[config.mk]
export PLATFORM = sky130hd
export DESIGN_NAME = keypad_key_register_flat
export DESIGN_NICKNAME = d
export VERILOG_FILES = /design/src/rtl/keypad_key_register_if.sv /design/src/rtl/keypad_key_register.sv /design/src/flat_wrapper.sv
export SDC_FILE = /design/constraint.sdc
export NUM_CORES = 1
export LEC_CHECK = 0
export CORE_UTILIZATION = 35
export DETAILED_ROUTE_END_ITERATION = 12
export HOLD_SLACK_MARGIN = 0.15
export PLACE_DENSITY = 0.62
export SETUP_SLACK_MARGIN = 0.4
export SYNTH_ARGS = -nofsm -noshare
export SYNTH_HDL_FRONTEND = slang
export SYNTH_SLANG_ARGS = --single-unit
[constraint.sdc]
create_clock -name clk -period 5.82 [get_ports clk]
set_input_delay 0.873 -clock clk [delete_from_list [all_inputs] [get_ports clk]]
set_output_delay 0.873 -clock clk [all_outputs]
set_load 0.01 [all_outputs]
[src/rtl/keypad_key_register_if.sv]
// Keypad key register bus: scanner-side inputs (row drive, column sense,
// key-detect) and the accepted-key outputs used by the display mux.
// The master modport is the producer of keypad samples and consumer of
// digits; the slave modport is the key register itself.
interface keypad_key_register_if;
  logic [3:0] rows;
  logic [3:0] columns;
  logic       enable;
  logic [3:0] new_digit;
  logic [3:0] old_digit;
  logic       digit_valid;
  logic       key_held;

  modport master (
    output rows, columns, enable,
    input  new_digit, old_digit, digit_valid, key_held
  );

  modport slave (
    input  rows, columns, enable,
    output new_digit, old_digit, digit_valid, key_held
  );
endinterface

[src/rtl/keypad_key_register.sv]
// Keypad key register: decodes the scanner's row/column pair to a hex key
// code, debounces press and release, accepts one key per press and keeps a
// two-digit history (new_digit / old_digit) for the seven-segment mux.
// Optional feature macro: KEYPAD_AUTOREPEAT_EN -- when defined, a held key
// is re-registered every REPEAT_CYCLES clocks.
module keypad_key_register #(
  parameter int DEBOUNCE_CYCLES = 50000,
  parameter int REPEAT_CYCLES   = 500000
) (
  input  logic                  clk,
  input  logic                  reset,
  keypad_key_register_if.slave  kp
);

  localparam int               CNT_W   = $clog2(DEBOUNCE_CYCLES + 1);
  localparam logic [CNT_W-1:0] CNT_MAX = CNT_W'(DEBOUNCE_CYCLES);

`ifdef KEYPAD_AUTOREPEAT_EN
  localparam int               RPT_W   = $clog2(REPEAT_CYCLES + 1);
  localparam logic [RPT_W-1:0] RPT_MAX = RPT_W'(REPEAT_CYCLES);
`endif

  typedef enum logic [2:0] {
    ST_IDLE     = 3'd0,
    ST_DEBOUNCE = 3'd1,
    ST_REGISTER = 3'd2,
    ST_HELD     = 3'd3,
    ST_RELEASE  = 3'd4
  } state_t;

  // Returns {code_ok, code}: code_ok only for one-hot rows and a single low column.
  function automatic logic [4:0] decode_key(input logic [3:0] r, input logic [3:0] c);
    logic [1:0] ri;
    logic [1:0] ci;
    logic       rv;
    logic       cv;
    logic [3:0] code;
    rv = 1'b1;
    cv = 1'b1;
    case (r)
      4'b1000: ri = 2'd0;
      4'b0100: ri = 2'd1;
      4'b0010: ri = 2'd2;
      4'b0001: ri = 2'd3;
      default: begin ri = 2'd0; rv = 1'b0; end
    endcase
    case (c)
      4'b0111: ci = 2'd0;
      4'b1011: ci = 2'd1;
      4'b1101: ci = 2'd2;
      4'b1110: ci = 2'd3;
      default: begin ci = 2'd0; cv = 1'b0; end
    endcase
    case ({ri, ci})
      4'd0:    code = 4'h1;
      4'd1:    code = 4'h2;
      4'd2:    code = 4'h3;
      4'd3:    code = 4'hA;
      4'd4:    code = 4'h4;
      4'd5:    code = 4'h5;
      4'd6:    code = 4'h6;
      4'd7:    code = 4'hB;
      4'd8:    code = 4'h7;
      4'd9:    code = 4'h8;
      4'd10:   code = 4'h9;
      4'd11:   code = 4'hC;
      4'd12:   code = 4'hE;
      4'd13:   code = 4'h0;
      4'd14:   code = 4'hF;
      4'd15:   code = 4'hD;
      default: code = 4'h0;
    endcase
    return {rv & cv, code};
  endfunction

  state_t           state_r;
  logic [CNT_W-1:0] cnt_r;
  logic [3:0]       latched_r;
  logic [3:0]       new_digit_r;
  logic [3:0]       old_digit_r;
  logic             digit_valid_r;
  logic             key_held_r;
`ifdef KEYPAD_AUTOREPEAT_EN
  logic [RPT_W-1:0] rep_r;
`endif

  logic [3:0]       code_s;
  logic             code_ok_s;
  logic             match_s;
  logic [CNT_W-1:0] cnt_next_s;

  // Combinational decode, match against the latched key and saturating count.
  always_comb begin
    {code_ok_s, code_s} = decode_key(kp.rows, kp.columns);
    match_s = kp.enable & code_ok_s & (code_s == latched_r);
    if (cnt_r == CNT_MAX) begin
      cnt_next_s = cnt_r;
    end else begin
      cnt_next_s = cnt_r + CNT_W'(1);
    end
  end

  // Press/release debounce FSM with registered digit history and flags.
  always_ff @(posedge clk or posedge reset) begin
    if (reset) begin
      state_r       <= ST_IDLE;
      cnt_r         <= CNT_W'(0);
      latched_r     <= 4'h0;
      new_digit_r   <= 4'h0;
      old_digit_r   <= 4'h0;
      digit_valid_r <= 1'b0;
      key_held_r    <= 1'b0;
`ifdef KEYPAD_AUTOREPEAT_EN
      rep_r         <= RPT_W'(0);
`endif
    end else begin
      digit_valid_r <= 1'b0;
`ifdef KEYPAD_AUTOREPEAT_EN
      // Repeat counter only survives while sitting in HELD with the key down.
      rep_r         <= RPT_W'(0);
`endif
      case (state_r)
        ST_IDLE: begin
          if (kp.enable && code_ok_s) begin
            latched_r <= code_s;
            cnt_r     <= CNT_W'(1);
            if (DEBOUNCE_CYCLES <= 1) begin
              state_r <= ST_REGISTER;
            end else begin
              state_r <= ST_DEBOUNCE;
            end
          end else begin
            cnt_r <= CNT_W'(0);
          end
        end
        ST_DEBOUNCE: begin
          if (match_s) begin
            cnt_r <= cnt_next_s;
            if (cnt_next_s == CNT_MAX) begin
              state_r <= ST_REGISTER;
            end else begin
              state_r <= ST_DEBOUNCE;
            end
          end else begin
            cnt_r   <= CNT_W'(0);
            state_r <= ST_IDLE;
          end
        end
        ST_REGISTER: begin
          old_digit_r   <= new_digit_r;
          new_digit_r   <= latched_r;
          digit_valid_r <= 1'b1;
          key_held_r    <= 1'b1;
          cnt_r         <= CNT_W'(0);
          state_r       <= ST_HELD;
        end
        ST_HELD: begin
          if (kp.enable) begin
            state_r <= ST_HELD;
`ifdef KEYPAD_AUTOREPEAT_EN
            if (rep_r + RPT_W'(1) == RPT_MAX) begin
              old_digit_r   <= new_digit_r;
              new_digit_r   <= latched_r;
              digit_valid_r <= 1'b1;
              rep_r         <= RPT_W'(0);
            end else begin
              rep_r <= rep_r + RPT_W'(1);
            end
`endif
          end else if (DEBOUNCE_CYCLES <= 1) begin
            // A single released sample already satisfies the debounce.
            key_held_r <= 1'b0;
            cnt_r      <= CNT_W'(0);
            state_r    <= ST_IDLE;
          end else begin
            cnt_r   <= CNT_W'(1);
            state_r <= ST_RELEASE;
          end
        end
        ST_RELEASE: begin
          if (kp.enable) begin
            cnt_r   <= CNT_W'(0);
            state_r <= ST_HELD;
          end else if (cnt_next_s == CNT_MAX) begin
            key_held_r <= 1'b0;
            cnt_r      <= CNT_W'(0);
            state_r    <= ST_IDLE;
          end else begin
            cnt_r <= cnt_next_s;
          end
        end
        default: begin
          cnt_r      <= CNT_W'(0);
          key_held_r <= 1'b0;
          state_r    <= ST_IDLE;
        end
      endcase
    end
  end

  assign kp.new_digit   = new_digit_r;
  assign kp.old_digit   = old_digit_r;
  assign kp.digit_valid = digit_valid_r;
  assign kp.key_held    = key_held_r;

endmodule

[src/flat_wrapper.sv]
// flat-port wrapper written by rule: the top's interface ports become plain ports
module keypad_key_register_flat 
#(
  parameter int DEBOUNCE_CYCLES = 50000,
  parameter int REPEAT_CYCLES   = 500000
)
  (clk, reset, kp_rows, kp_columns, kp_enable, kp_new_digit, kp_old_digit, kp_digit_valid, kp_key_held);
  keypad_key_register_if kp_i ();
  input  logic clk;
  input  logic reset;
  input wire logic [$bits(kp_i.rows)-1:0] kp_rows;
  input wire logic [$bits(kp_i.columns)-1:0] kp_columns;
  input wire logic [$bits(kp_i.enable)-1:0] kp_enable;
  output wire logic [$bits(kp_i.new_digit)-1:0] kp_new_digit;
  output wire logic [$bits(kp_i.old_digit)-1:0] kp_old_digit;
  output wire logic [$bits(kp_i.digit_valid)-1:0] kp_digit_valid;
  output wire logic [$bits(kp_i.key_held)-1:0] kp_key_held;
  assign kp_i.rows = kp_rows;
  assign kp_i.columns = kp_columns;
  assign kp_i.enable = kp_enable;
  assign kp_new_digit = kp_i.new_digit;
  assign kp_old_digit = kp_i.old_digit;
  assign kp_digit_valid = kp_i.digit_valid;
  assign kp_key_held = kp_i.key_held;
  keypad_key_register #(.DEBOUNCE_CYCLES(DEBOUNCE_CYCLES), .REPEAT_CYCLES(REPEAT_CYCLES)) u_core (.clk(clk), .reset(reset), .kp(kp_i));
endmodule
==> impl_metrics.csv <==
group,metric,value,unit
clock_tree,cts_tree,"yes",
min_path,worst_hold_path_type,"reg -> reg",
synth,synth_most_common_cell,"dfrtp_1",
clock_tree,cts_buffer_depth,2,
power,p_comb_share,30.6,%
sta,setup_ws,1.82,ns
min_path,holdPathEnd,"u_core.kp.old_digit[2]$_DFFE_PP0P_",
clock_tree,root_buffer,"clkbuf_8",
sta,worst_pin_slew,1.25,ns
grt,grt_max_degree,34,
worst_setup_path,reg2reg_setup_slack,2.13,ns
power,p_int,463,uW
clock_tree,clk_pin_slew,0.08,ns
synth,postSynthCellCount,292,
synth,synth_enable_flop_cells,0,
worst_setup_path,crit_type,"in -> reg",
power,p_leak,1.11,nW
grt,grt_pass1_wl,9.83,mm
route,avgRoutedWirePerCell,14.4,um
synth,ys_seq_elements,33,
place,gp_congestion,0.868,
worst_setup_path,critPathCaptureType,"register",
grt,grt_pass1_vias,2081,
place,pre_cts_ws,1.55,ns
flow_run,max_cap_violations,0,
synth,synth.top_cell.area_share,33.0,%
clock_tree,clock_latency,0.29,ns
place,numPortBuffers,20,
power,clkPwrFrac,25.5,%
power,switching_share,34.1,%
route,drc,0,
worst_setup_path,path_max_fanout,29,
sta,setup_tns,0,ns
final_layout,regArea,826,um^2
synth,synth_top_cell_by_area,"dfrtp_1",
clock_tree,cts_hold_buf,0,
worst_setup_path,rr_endpoint,"u_core.cnt_r[10]$_DFFE_PP0N_",
min_path,hold_depth,1,
grt,antenna_found_initial,0,
synth,synth_area,2510,um^2
sta,finalHoldViolations,0,
clock_tree,ctsResizeCount,0,
synth,synth_nets,305,
route,drt_iter0_drc,96,
die,core_area,6870,um^2
route,routed_wl,5.68,mm
worst_setup_path,crit_arrival,4.19,ns
final_layout,areaGrowthSynthToFinish,11.9,%
sta,slew_headroom,16.4,%
sta,rsz0062_at_grt,"false",
route,viasPerCell,5.46,
clock_tree,clock_sinks,33,
sta,slew_violations,0,
synth,avgSynthCellArea,8.58,um^2
die,ioPinCount,21,
clock_tree,htreeDepth,2,
grt,grt_usage,16.5,%
sta,clock_skew,0.00872,ns
grt,overflow,0,
run_status,status,"finished, final reports clean",
place,place_hpwl,4.08,mm
final_layout,diodes,0,
final_layout,drive_gt1_share,11.4,%
clock_tree,cts_setup_buffers,0,
power,power.density,251,nW/um^2
power,pwr-share-seq,44.0,%
route,via_count,2155,
die,dieArea,7500,um^2
worst_setup_path,rr_worst_depth,9,
final_layout,fillers,694,
worst_setup_path,crit-reg2reg-launch,"u_core.cnt_r[0]$_DFFE_PP0N_",
synth,ys_top_cells_by_area,"dfrtp_1 (33%), mux2_2 (5.4%), nand2_1 (4.3%), nor3_1 (3.8%), nor2_1 (3.3%)",
worst_setup_path,cp-start-kind,"input pin",
sta,post-route-period-util,68.7,%
sta,finalSetupViolCount,0,
power,switching_power,240,uW
synth,yosys_most_used_dff,"dfrtp_1",
synth,async_flop_share,100,%
final_layout,multi_input_area,1490,um^2
sta,max_clock_freq,0.250,GHz
synth,synth.yosys.seq_area_share,33.0,%
min_path,hold_start,"u_core.kp.old_digit[2]$_DFFE_PP0P_",
synth,ys_warn_count,0,
route,ant_nets,0,
final_layout,final_nets,311,
die,std_cell_rows,30,
route,first_pass_iters,4,
power,max-vdd-ir-drop,0.184,mV
clock_tree,cts_buffers,5,
worst_setup_path,cp_data_required_time,6.01,ns
synth,ys_top_cells_by_count,"dfrtp_1 (33), nand2_1 (29), nor2_1 (22)",
sta,fin_crit,4.00,ns
synth,ys_types,64,
die,dieHeight,86.6,um
die,die-width,86.6,um
die,initial_core_util,36.5,%
per-stage QoR:
step	hold slack [ns]	area, um^2	power [mW]	cells	util (%)
2_1_floorplan	0.494	2510	0.445	292	-
3_3_place_gp	0.490	2710	0.523	387	39.5
3_5_place_dp	0.499	2710	0.530	387	39.5
4_1_cts	0.517	2800	0.713	395	40.8
5_1_grt	0.534	2800	0.746	395	40.8
6_report	0.515	2800	0.703	395	40.8
flip-flops by register name, indices dropped and copies added, names as in the netlist:
| register | cells |
|---|---|
| u_core.state_r | 3 |
| u_core.latched_r | 4 |
| u_core.cnt_r | 16 |
| u_core.kp.digit_valid | 1 |
| u_core.kp.old_digit | 4 |
| u_core.kp.key_held | 1 |
| u_core.kp.new_digit | 4 |
layout by cell type, fill, tap and decap left out, types with 6 or more instances in the layout:
master / synthesis / routed
dfrtp_1: 33 / 33
nand2_1: 29 / 29
nor2_1: 22 / 22
clkdlybuf4s50_1: 0 / 20
nor3_1: 19 / 19
inv_1: 16 / 16
o21ai_0: 13 / 13
mux2_2: 12 / 12
nand3_1: 10 / 10
xnor2_1: 8 / 8
a21oi_1: 8 / 8
xor2_1: 6 / 6
a211o_1: 6 / 6
a21o_1: 6 / 6
cell type report:
| class | instances | share of cell area (%) |
|---|---|---|
| clock buffer | 5 | 2.45 |
| clock inverter | 3 | 0.803 |
| inverter | 16 | 2.14 |
| multi-input combinational | 220 | 53.2 |
| sequential | 33 | 29.5 |
| tap | 96 | 4.28 |
| timing repair buffer | 22 | 7.68 |
power by group through the flow:
| stage | Clock (mW) | Sequential, mW | Combinational, mW |
|---|---|---|---|
| after CTS | 0.185 | 0.310 | 0.217 |
| after global placement | 0 | 0.311 | 0.212 |
| after floorplan | 0 | 0.304 | 0.141 |
| final | 0.179 | 0.309 | 0.215 |
| after global routing | 0.192 | 0.317 | 0.236 |
| after detailed placement | 0 | 0.314 | 0.216 |
worst max-delay path: stages:
cell             delay (ns)
clkdlybuf4s50_1        0.62
xor2_1                 0.23
a2111oi_0              0.40
a211oi_1               0.10
o31ai_1                0.36
xnor2_1                0.17
a22oi_2                0.96
o21ai_0                0.23
a21o_1                 0.23
per-layer routing:
layer	routed length (um)	vias up	track usage, %
met5	0	-	0
met4	40	0	3.64
met3	248	6	3.90
met2	2690	43	26.8
met1	2700	1030	22.5
li1	-	1076	-
worst max-delay path by stage:
stage,cells after the start,from,slack [ns],endpoint
2_1_floorplan,10,kp_rows[0],2.79,u_core.cnt_r[13]$_DFFE_PP0N_
3_3_place_gp,9,kp_rows[2],1.63,u_core.cnt_r[10]$_DFFE_PP0N_
3_5_place_dp,9,kp_rows[2],1.55,u_core.cnt_r[10]$_DFFE_PP0N_
4_1_cts,9,kp_rows[2],1.85,u_core.cnt_r[10]$_DFFE_PP0N_
5_1_grt,9,kp_rows[1],1.59,u_core.cnt_r[8]$_DFFE_PP0N_
6_report,9,kp_rows[2],1.82,u_core.cnt_r[10]$_DFFE_PP0N_
cells by family (layout without fill, tap and decap cells):
kind of cell	Yosys count	in the layout	share of synthesized area, %
AO/OA/AOI/OAI	68	68	19.9
XOR/XNOR	14	14	4.89
adder cells (fa/ha/maj)	2	2	0.998
buffers and inverters	39	46	7.54
flip-flops	33	33	33.0
multiplexers	15	15	6.64
AND/OR/NAND/NOR	121	121	27.1
Power figures use the tool's default switching activity.
